<file path="config.mk">
export PLATFORM = sky130hd
export DESIGN_NAME = output_switch_ctrl
export DESIGN_NICKNAME = d
export VERILOG_FILES = /design/src/rtl/output_switch_ctrl.sv
export SDC_FILE = /design/constraint.sdc
export NUM_CORES = 1
export LEC_CHECK = 0
export CORE_MARGIN = 4
export CORE_UTILIZATION = 57
export DETAILED_ROUTE_END_ITERATION = 6
export PLACE_DENSITY = 0.78
export SYNTH_ARGS = -nofsm -noshare
export SYNTH_HDL_FRONTEND = slang
export SYNTH_SLANG_ARGS = --single-unit
</file>
<file path="constraint.sdc">
create_clock -name CLK -period 6.05 [get_ports CLK]
set_input_delay 0.9075 -clock CLK [delete_from_list [all_inputs] [get_ports CLK]]
set_output_delay 0.9075 -clock CLK [all_outputs]
set_load 0.01 [all_outputs]
</file>
<file path="src/rtl/output_switch_ctrl.sv">
// output_switch_ctrl: debounced, gap-aware channel switch sequencer for the
// 4-channel TS output selector. Changes SELECT only between packets (or after
// a timeout), issues a fixed-length downstream reset, then hunts for the
// first packet sync on the new channel before reporting LOCKED.
module output_switch_ctrl #(
    parameter int unsigned DEBOUNCE_CYCLES = 1000,
    parameter int unsigned RESET_CYCLES    = 16,
    parameter int unsigned TIMEOUT_CYCLES  = 65535,
    parameter int unsigned CNT_W           = 16
) (
    input  logic       CLK,
    input  logic       RST,
    input  logic [1:0] SW,
    input  logic [3:0] D_VALID_BUS,
    input  logic [3:0] P_SYNC_BUS,
    output logic [1:0] SELECT,
    output logic       RESET_ON_CHANGE_OUT,
    output logic       LOCKED,
    output logic       TIMEOUT_ERR
);

    localparam logic [CNT_W-1:0] DEB_LAST = CNT_W'(DEBOUNCE_CYCLES - 1);
    localparam logic [CNT_W-1:0] RST_LAST = CNT_W'(RESET_CYCLES - 1);
    localparam logic [CNT_W-1:0] TO_LAST  = CNT_W'(TIMEOUT_CYCLES - 1);

    typedef enum logic [1:0] {
        IDLE,
        WAIT_GAP,
        RST_PULSE,
        WAIT_SYNC
    } state_t;

    logic [1:0]       sw_m;
    logic [1:0]       sw_s;
    logic [1:0]       cand;
    logic [CNT_W-1:0] deb_cnt;
    logic [1:0]       req;

    state_t           state;
    state_t           state_n;
    logic [1:0]       target;
    logic [1:0]       target_n;
    logic [CNT_W-1:0] timer;
    logic [CNT_W-1:0] timer_n;
    logic [1:0]       select_n;
    logic             roc_n;
    logic             locked_n;
    logic             terr_n;

    logic             cur_valid;
    logic             cur_sync;

    assign cur_valid = D_VALID_BUS[SELECT];
    assign cur_sync  = P_SYNC_BUS[SELECT];

    // Two-flop synchronizer for the asynchronous front-panel switch
    always_ff @(posedge CLK or negedge RST) begin
        if (!RST) begin
            sw_m <= '0;
            sw_s <= '0;
        end else begin
            sw_m <= SW;
            sw_s <= sw_m;
        end
    end

    // Debounce: accept a switch value after it has been stable long enough
    always_ff @(posedge CLK or negedge RST) begin
        if (!RST) begin
            cand    <= '0;
            deb_cnt <= '0;
            req     <= '0;
        end else if (sw_s != cand) begin
            cand    <= sw_s;
            deb_cnt <= '0;
        end else if (deb_cnt == DEB_LAST) begin
            req <= cand;
        end else begin
            deb_cnt <= deb_cnt + CNT_W'(1);
        end
    end

    // FSM state and registered outputs
    always_ff @(posedge CLK or negedge RST) begin
        if (!RST) begin
            state               <= WAIT_SYNC;
            target              <= '0;
            timer               <= '0;
            SELECT              <= '0;
            RESET_ON_CHANGE_OUT <= 1'b0;
            LOCKED              <= 1'b0;
            TIMEOUT_ERR         <= 1'b0;
        end else begin
            state               <= state_n;
            target              <= target_n;
            timer               <= timer_n;
            SELECT              <= select_n;
            RESET_ON_CHANGE_OUT <= roc_n;
            LOCKED              <= locked_n;
            TIMEOUT_ERR         <= terr_n;
        end
    end

    // Next-state and next-output logic; the timer restarts on every state entry
    always_comb begin
        state_n  = state;
        target_n = target;
        timer_n  = timer + CNT_W'(1);
        select_n = SELECT;
        roc_n    = RESET_ON_CHANGE_OUT;
        locked_n = LOCKED;
        terr_n   = 1'b0;

        case (state)
            IDLE: begin
                timer_n = '0;
                if (req != SELECT) begin
                    target_n = req;
                    locked_n = 1'b0;
                    state_n  = WAIT_GAP;
                end
            end

            WAIT_GAP: begin
                if (!cur_valid || timer == TO_LAST) begin
                    // Exit with data still valid means the gap never came
                    terr_n   = cur_valid;
                    select_n = target;
                    roc_n    = 1'b1;
                    state_n  = RST_PULSE;
                    timer_n  = '0;
                end
            end

            RST_PULSE: begin
                if (timer == RST_LAST) begin
                    roc_n   = 1'b0;
                    state_n = WAIT_SYNC;
                    timer_n = '0;
                end
            end

            WAIT_SYNC: begin
                if (req != SELECT) begin
                    // Output is already unlocked, so re-target without a gap wait
                    target_n = req;
                    select_n = req;
                    roc_n    = 1'b1;
                    state_n  = RST_PULSE;
                    timer_n  = '0;
                end else if (cur_sync && cur_valid) begin
                    locked_n = 1'b1;
                    state_n  = IDLE;
                    timer_n  = '0;
                end else if (timer == TO_LAST) begin
                    terr_n  = 1'b1;
                    timer_n = '0;
                end
            end

            default: begin
                state_n = WAIT_SYNC;
                timer_n = '0;
            end
        endcase
    end

endmodule

</file>
# Yosys cells after proc, flatten, opt, wreduce, memory -nomap -nowiden
# Cells that the tools add are included.
# classes
mux,34
n_addsub,2
bitwise_logic,1
n_reduce_logical,14
n_lt_le_gt_ge,1
n_eq_ne,16
# op_table
cell,count
$mux 16,7
$pmux 16 s4,1
$add 16x1->16 const B,2
$eq 16x10->1 const B,1
$eq 16x16->1 const B,1
$eq 16x4->1 const B,1
$mux 2,7
$ne 2x2->1 const B,7
$mux 1,12
$reduce_and 4->1,3
$pmux 2 s4,1
$bmux 1 s2,2
$eq 2x2->1 const B,2
$ne 2x2->1,2
$pmux 1 s2,2
$pmux 2 s2,1
$reduce_and 2->1,2
$reduce_bool 2->1,2
$lt 2x3->1 const B,1
$ne 3x3->1 const B,1
$pmux 1 s3,1
$reduce_and 3->1,1
$reduce_bool 3->1,1
$eq 2x1->1 const B,1
other kinds (6),6
# word_totals
output_inout_bits,5
register_bits,49
word_cells,80
inputBits,12

# Depth between registers and ports, before layout
# logic_depth
word_depth,6
ltp_mapped,8
ltp_nobuf,7

# Least setup slack after synthesis
# No wires, ideal clock.
# synth_path
path_kind,input to register
from,in P_SYNC_BUS[3]
to,reg state[0]
t_arrival_ps,2368
path_stages,5
path_slack_ps,3599
required_ps,5968
n_path_buf,0
setup_time_ps,82
cell_sequence,mux4_2 -> a2111oi_4 -> a211oi_1 -> and2_4 -> mux2_4
# synth_between
elab_chain_cells,5
# synth_lines
element,line_no,text
"start, declared",15,"input logic [3:0] P_SYNC_BUS,"
$bmux 1 s2,54,assign cur_sync = P_SYNC_BUS[SELECT];
$mux 1 (implied by the code),54,
$logic_and 1x1->1,151,end else if (cur_sync && cur_valid) begin
$ne 3x3->1 (no source line),--,
$reduce_and 4->1 (no source line),--,
"end signal, assigned",94,state <= state_n;
"end, declared",39,state_t state;
# No other way between the ends. The select of a mux whose other input is x is not followed.
# A chain may end at the register's enable or synchronous reset.

# Worst setup path after layout
# layout_path
from,in D_VALID_BUS[3]
to,reg timer[15]
# layout_between
elab_chain_cells,6
word_cells_on_any_way,9
classes_between,mux (6); reduce/logical (3)
# layout_lines
element,line_no,text
"start, declared",14,"input logic [3:0] D_VALID_BUS,"
$bmux 1 s2 (*),53,assign cur_valid = D_VALID_BUS[SELECT];
$mux 1 (implied by the code) (*),53,
$logic_and 1x1->1 or $logic_not 1->1 (tied branches),"151, 125",
$mux 16 or $logic_or 1x1->1 (tied branches),"151, 125",
"$mux 16, on equally long branches","144, 125",
$pmux 16 s4 (*),114,case (state)
net timer_n[15],44,logic [CNT_W-1:0] timer_n;
"end signal, assigned",96,timer <= timer_n;
"end, declared",43,logic [CNT_W-1:0] timer;
# The timed path passes the listed nets; every way through them passes the cells marked *. The select of a mux whose other input is x is not followed.

==> results.sh <==
export IMPL_overflow=0
export IMPL_firstDrtPassIters=4
export IMPL_endpoint_kind="flop"
export IMPL_slowest_delay_ps=530
export IMPL_vdd_drop_max_uv=177
export IMPL_synth_top_family_by_area="simple AND/OR/NAND/NOR gates"
export IMPL_ios=17
export IMPL_cp_required_ps=6210
export IMPL_clockRootBuffer="clkbuf_8"
export IMPL_path_max_fanout=16
export IMPL_syn_nets=252
export IMPL_cts_setup_buffers=0
export IMPL_slew_headroom_pct=31.1
export IMPL_synth_main_ff_cell="dfrtp_1"
export IMPL_worstPathArrival_ps=2840
export IMPL_synth_cells=233
export IMPL_die_area_sq_um=5410
export IMPL_synth_compound_area_share_pct=8.38
export IMPL_syn_avg_cell_area_sq_um=10.5
export IMPL_synth_seq_cells=49
export IMPL_antenna_cells=0
export IMPL_fin_nets=268
export IMPL_gp_congestion=0.836
export IMPL_dp_cells=292
export IMPL_yosysWarningCount=0
export IMPL_clkSinkCount=49
export IMPL_clk_latency_ps=300
export IMPL_grt_first_pass_wirelength_mm=7.64
export IMPL_status="finished clean"
export IMPL_period_minus_slack_ps=2680
export IMPL_multi_input_area_sq_um=1150
export IMPL_max_cap_violations=0
export IMPL_via_per_inst=5.60
export IMPL_post_route_period_util_pct=44.3
export IMPL_fin_skew_ps=7.71
export IMPL_port_buffers=16
export IMPL_start_kind="input pin"
export IMPL_netlist_area_sq_um=2450
export IMPL_power_leakage_nw=1.12
export IMPL_row_count=23
export IMPL_setup_viol=0
export IMPL_synth_fa_ha_area_share_pct=3.58
export IMPL_clk_path_buf_depth=2
export IMPL_powerDensity_nw_per_um2=202
export IMPL_synthArstFlopShare_pct=100
export IMPL_fin_cells=300
export IMPL_antenna_found_initial=0
export IMPL_seq_area_sq_um=1230
export IMPL_slew_viol_final=0
export IMPL_grt_max_degree=50
export IMPL_clock_fmax_ghz=0.373
export IMPL_routedWlPerCell_microns=14.1
export IMPL_fill_cells=319
export IMPL_ys_seq_area_share_pct=50.2
export IMPL_synth_edf_count=0
export IMPL_hold_buffers=0
export IMPL_synth_common_cells="dfrtp_1, nor2_1, xor2_1"
export IMPL_synth_cell_types=38
export IMPL_ant_nets=0
export IMPL_numCtsBuffers=5
export IMPL_synth_top_area_share_pct=48.0
export IMPL_start_util_pct=59.9
export IMPL_synth_xor_area_share_pct=11.1
export IMPL_synth_top_cell_by_area="dfrtp_1"
export IMPL_tns_ps=0
export IMPL_yosysMostFrequentCell="dfrtp_1"
export IMPL_cts_tree="built"
export IMPL_final_hold_violation_count=0
export IMPL_utilization_pct=66.7
export IMPL_routed_wirelength_mm=4.24
export IMPL_grt_setup_unrepaired="false"
export IMPL_dp_hpwl_mm=2.98
export IMPL_grt_usage_pct=18.1
export IMPL_yosys_top_cells_area="dfrtp_1, xor2_1, nor2_1"
export IMPL_synthSimpleGateAreaFrac_pct=19.7
export IMPL_die_w_microns=73.5
export IMPL_vias=1679
export IMPL_worst_slew_pin_slew_ps=1030
export IMPL_crit_type="input pin to flop"
export IMPL_path_clk_slew_ps=100
export IMPL_cts_resized=0
export IMPL_drtIter0Drc=106
export IMPL_cp_slowest_cell="mux4_2"
export IMPL_grt_pass1_vias=1648
export IMPL_muxShareOfSynthArea_pct=4.29
export IMPL_drc=0
export IMPL_hold_class="flop to flop"
export IMPL_coreArea_sq_um=4090
export IMPL_area_growth_pct=11.3
export IMPL_path_cells="clkdlybuf4s50_1, mux4_2, and2_1, a2bb2oi_2, o21ai_2, nor2_1"
export IMPL_drive_gt1_share_pct=9.20
export IMPL_chipHeight_microns=73.5
export IMPL_h_tree_depth=2
[state kept, by name, indices dropped and copies added, names as in the netlist]
register / count
LOCKED: 1
RESET_ON_CHANGE_OUT: 1
SELECT: 2
TIMEOUT_ERR: 1
cand: 2
deb_cnt: 16
req: 2
state: 2
sw_m: 2
sw_s: 2
target: 2
timer: 16
[worst paths after layout]
path | from | depth (start not counted) | to | slack, ps
max | D_VALID_BUS[3] | 6 | timer[15]$_DFF_PN0_ | 3370
min | sw_m[1]$_DFF_PN0_ | 0 | sw_s[1]$_DFF_PN0_ | 360
max reg2reg | SELECT[0]$_DFFE_PN0P_ | 5 | timer[15]$_DFF_PN0_ | 3830
min reg2reg | sw_m[1]$_DFF_PN0_ | 0 | sw_s[1]$_DFF_PN0_ | 360
max in group asynchronous | RST | 1 | RESET_ON_CHANGE_OUT$_DFFE_PN0P_ | 4630
min in group asynchronous | RST | 1 | sw_s[1]$_DFF_PN0_ | 780
[final cells by class]
class,instances,area share [%]
Sequential cell,49,45.1
Inverter,9,1.24
Multi-Input combinational cell,168,42.3
Tap cell,50,2.29
Timing Repair Buffer,16,5.69
Clock buffer,5,2.52
Clock inverter,3,0.918
[per-stage QoR]
stage | hold slack (ps) | total power [mW] | area (sq um) | worst slack [ps]
final | 362 | 0.551 | 2730 | 3370
after global routing | 379 | 0.580 | 2730 | 3240
after CTS | 367 | 0.561 | 2730 | 3360
after detailed placement | 343 | 0.363 | 2630 | 3050
after global placement | 333 | 0.361 | 2630 | 3080
after floorplan | 331 | 0.347 | 2450 | 3600
[report_power, final]
part	internal [mW]	switching, mW	total (mW)
clock network	0.0835	0.113	0.196
registers	0.331	0.00265	0.333
logic	0.00924	0.0127	0.0219
total	0.423	0.128	0.551
[logic make-up (layout without fill, tap and decap cells)]
kind of cell | after synthesis | after routing
muxes | 7 | 7
AOI/OAI and AO/OA | 25 | 25
xor gates and xnor gates | 31 | 31
and+or+nand+nor | 98 | 98
DFF | 49 | 49
adders and majority gates | 7 | 7
buffers and inverters | 16 | 33
[cells in the final DEF (no fill, tap or decap), types with 2 or more instances in the layout]
master           synthesis  routed
nor4_1                   4       4
nand4_1                  9       9
xor2_1                  18      18
nor2_1                  40      40
a22oi_1                  2       2
inv_1                    9       9
o21ai_0                  7       7
clkbuf_8                 0       5
mux4_2                   2       2
nand2_1                 15      15
nor3_1                   4       4
xnor2_1                 13      13
o2bb2ai_1                3       3
nand3_1                  9       9
o211ai_1                 2       2
clkdlybuf4s50_1          0      15
and3_1                   5       5
nor4b_1                  2       2
dfstp_2                  2       2
and4_1                   5       5
mux2_2                   4       4
a41oi_1                  3       3
dfrtp_1                 47      47
ha_1                     7       7
[critical path, delay by kind of cell]
kind                   cells  cell delay, ps
AOI/OAI and AO/OA          2             670
buffers and inverters      1             390
and+or+nand+nor            2             340
muxes                      1             530
[metal layers]
layer	GRT usage, %	vias up	part of all wire (%)
met1	25.5	807	49
met4	5.63	0	1.3
li1	-	840	-
met3	4.38	6	4.9
met5	0	-	0
met2	27.8	26	44
Note: power is estimated with default switching activity, not from simulation.
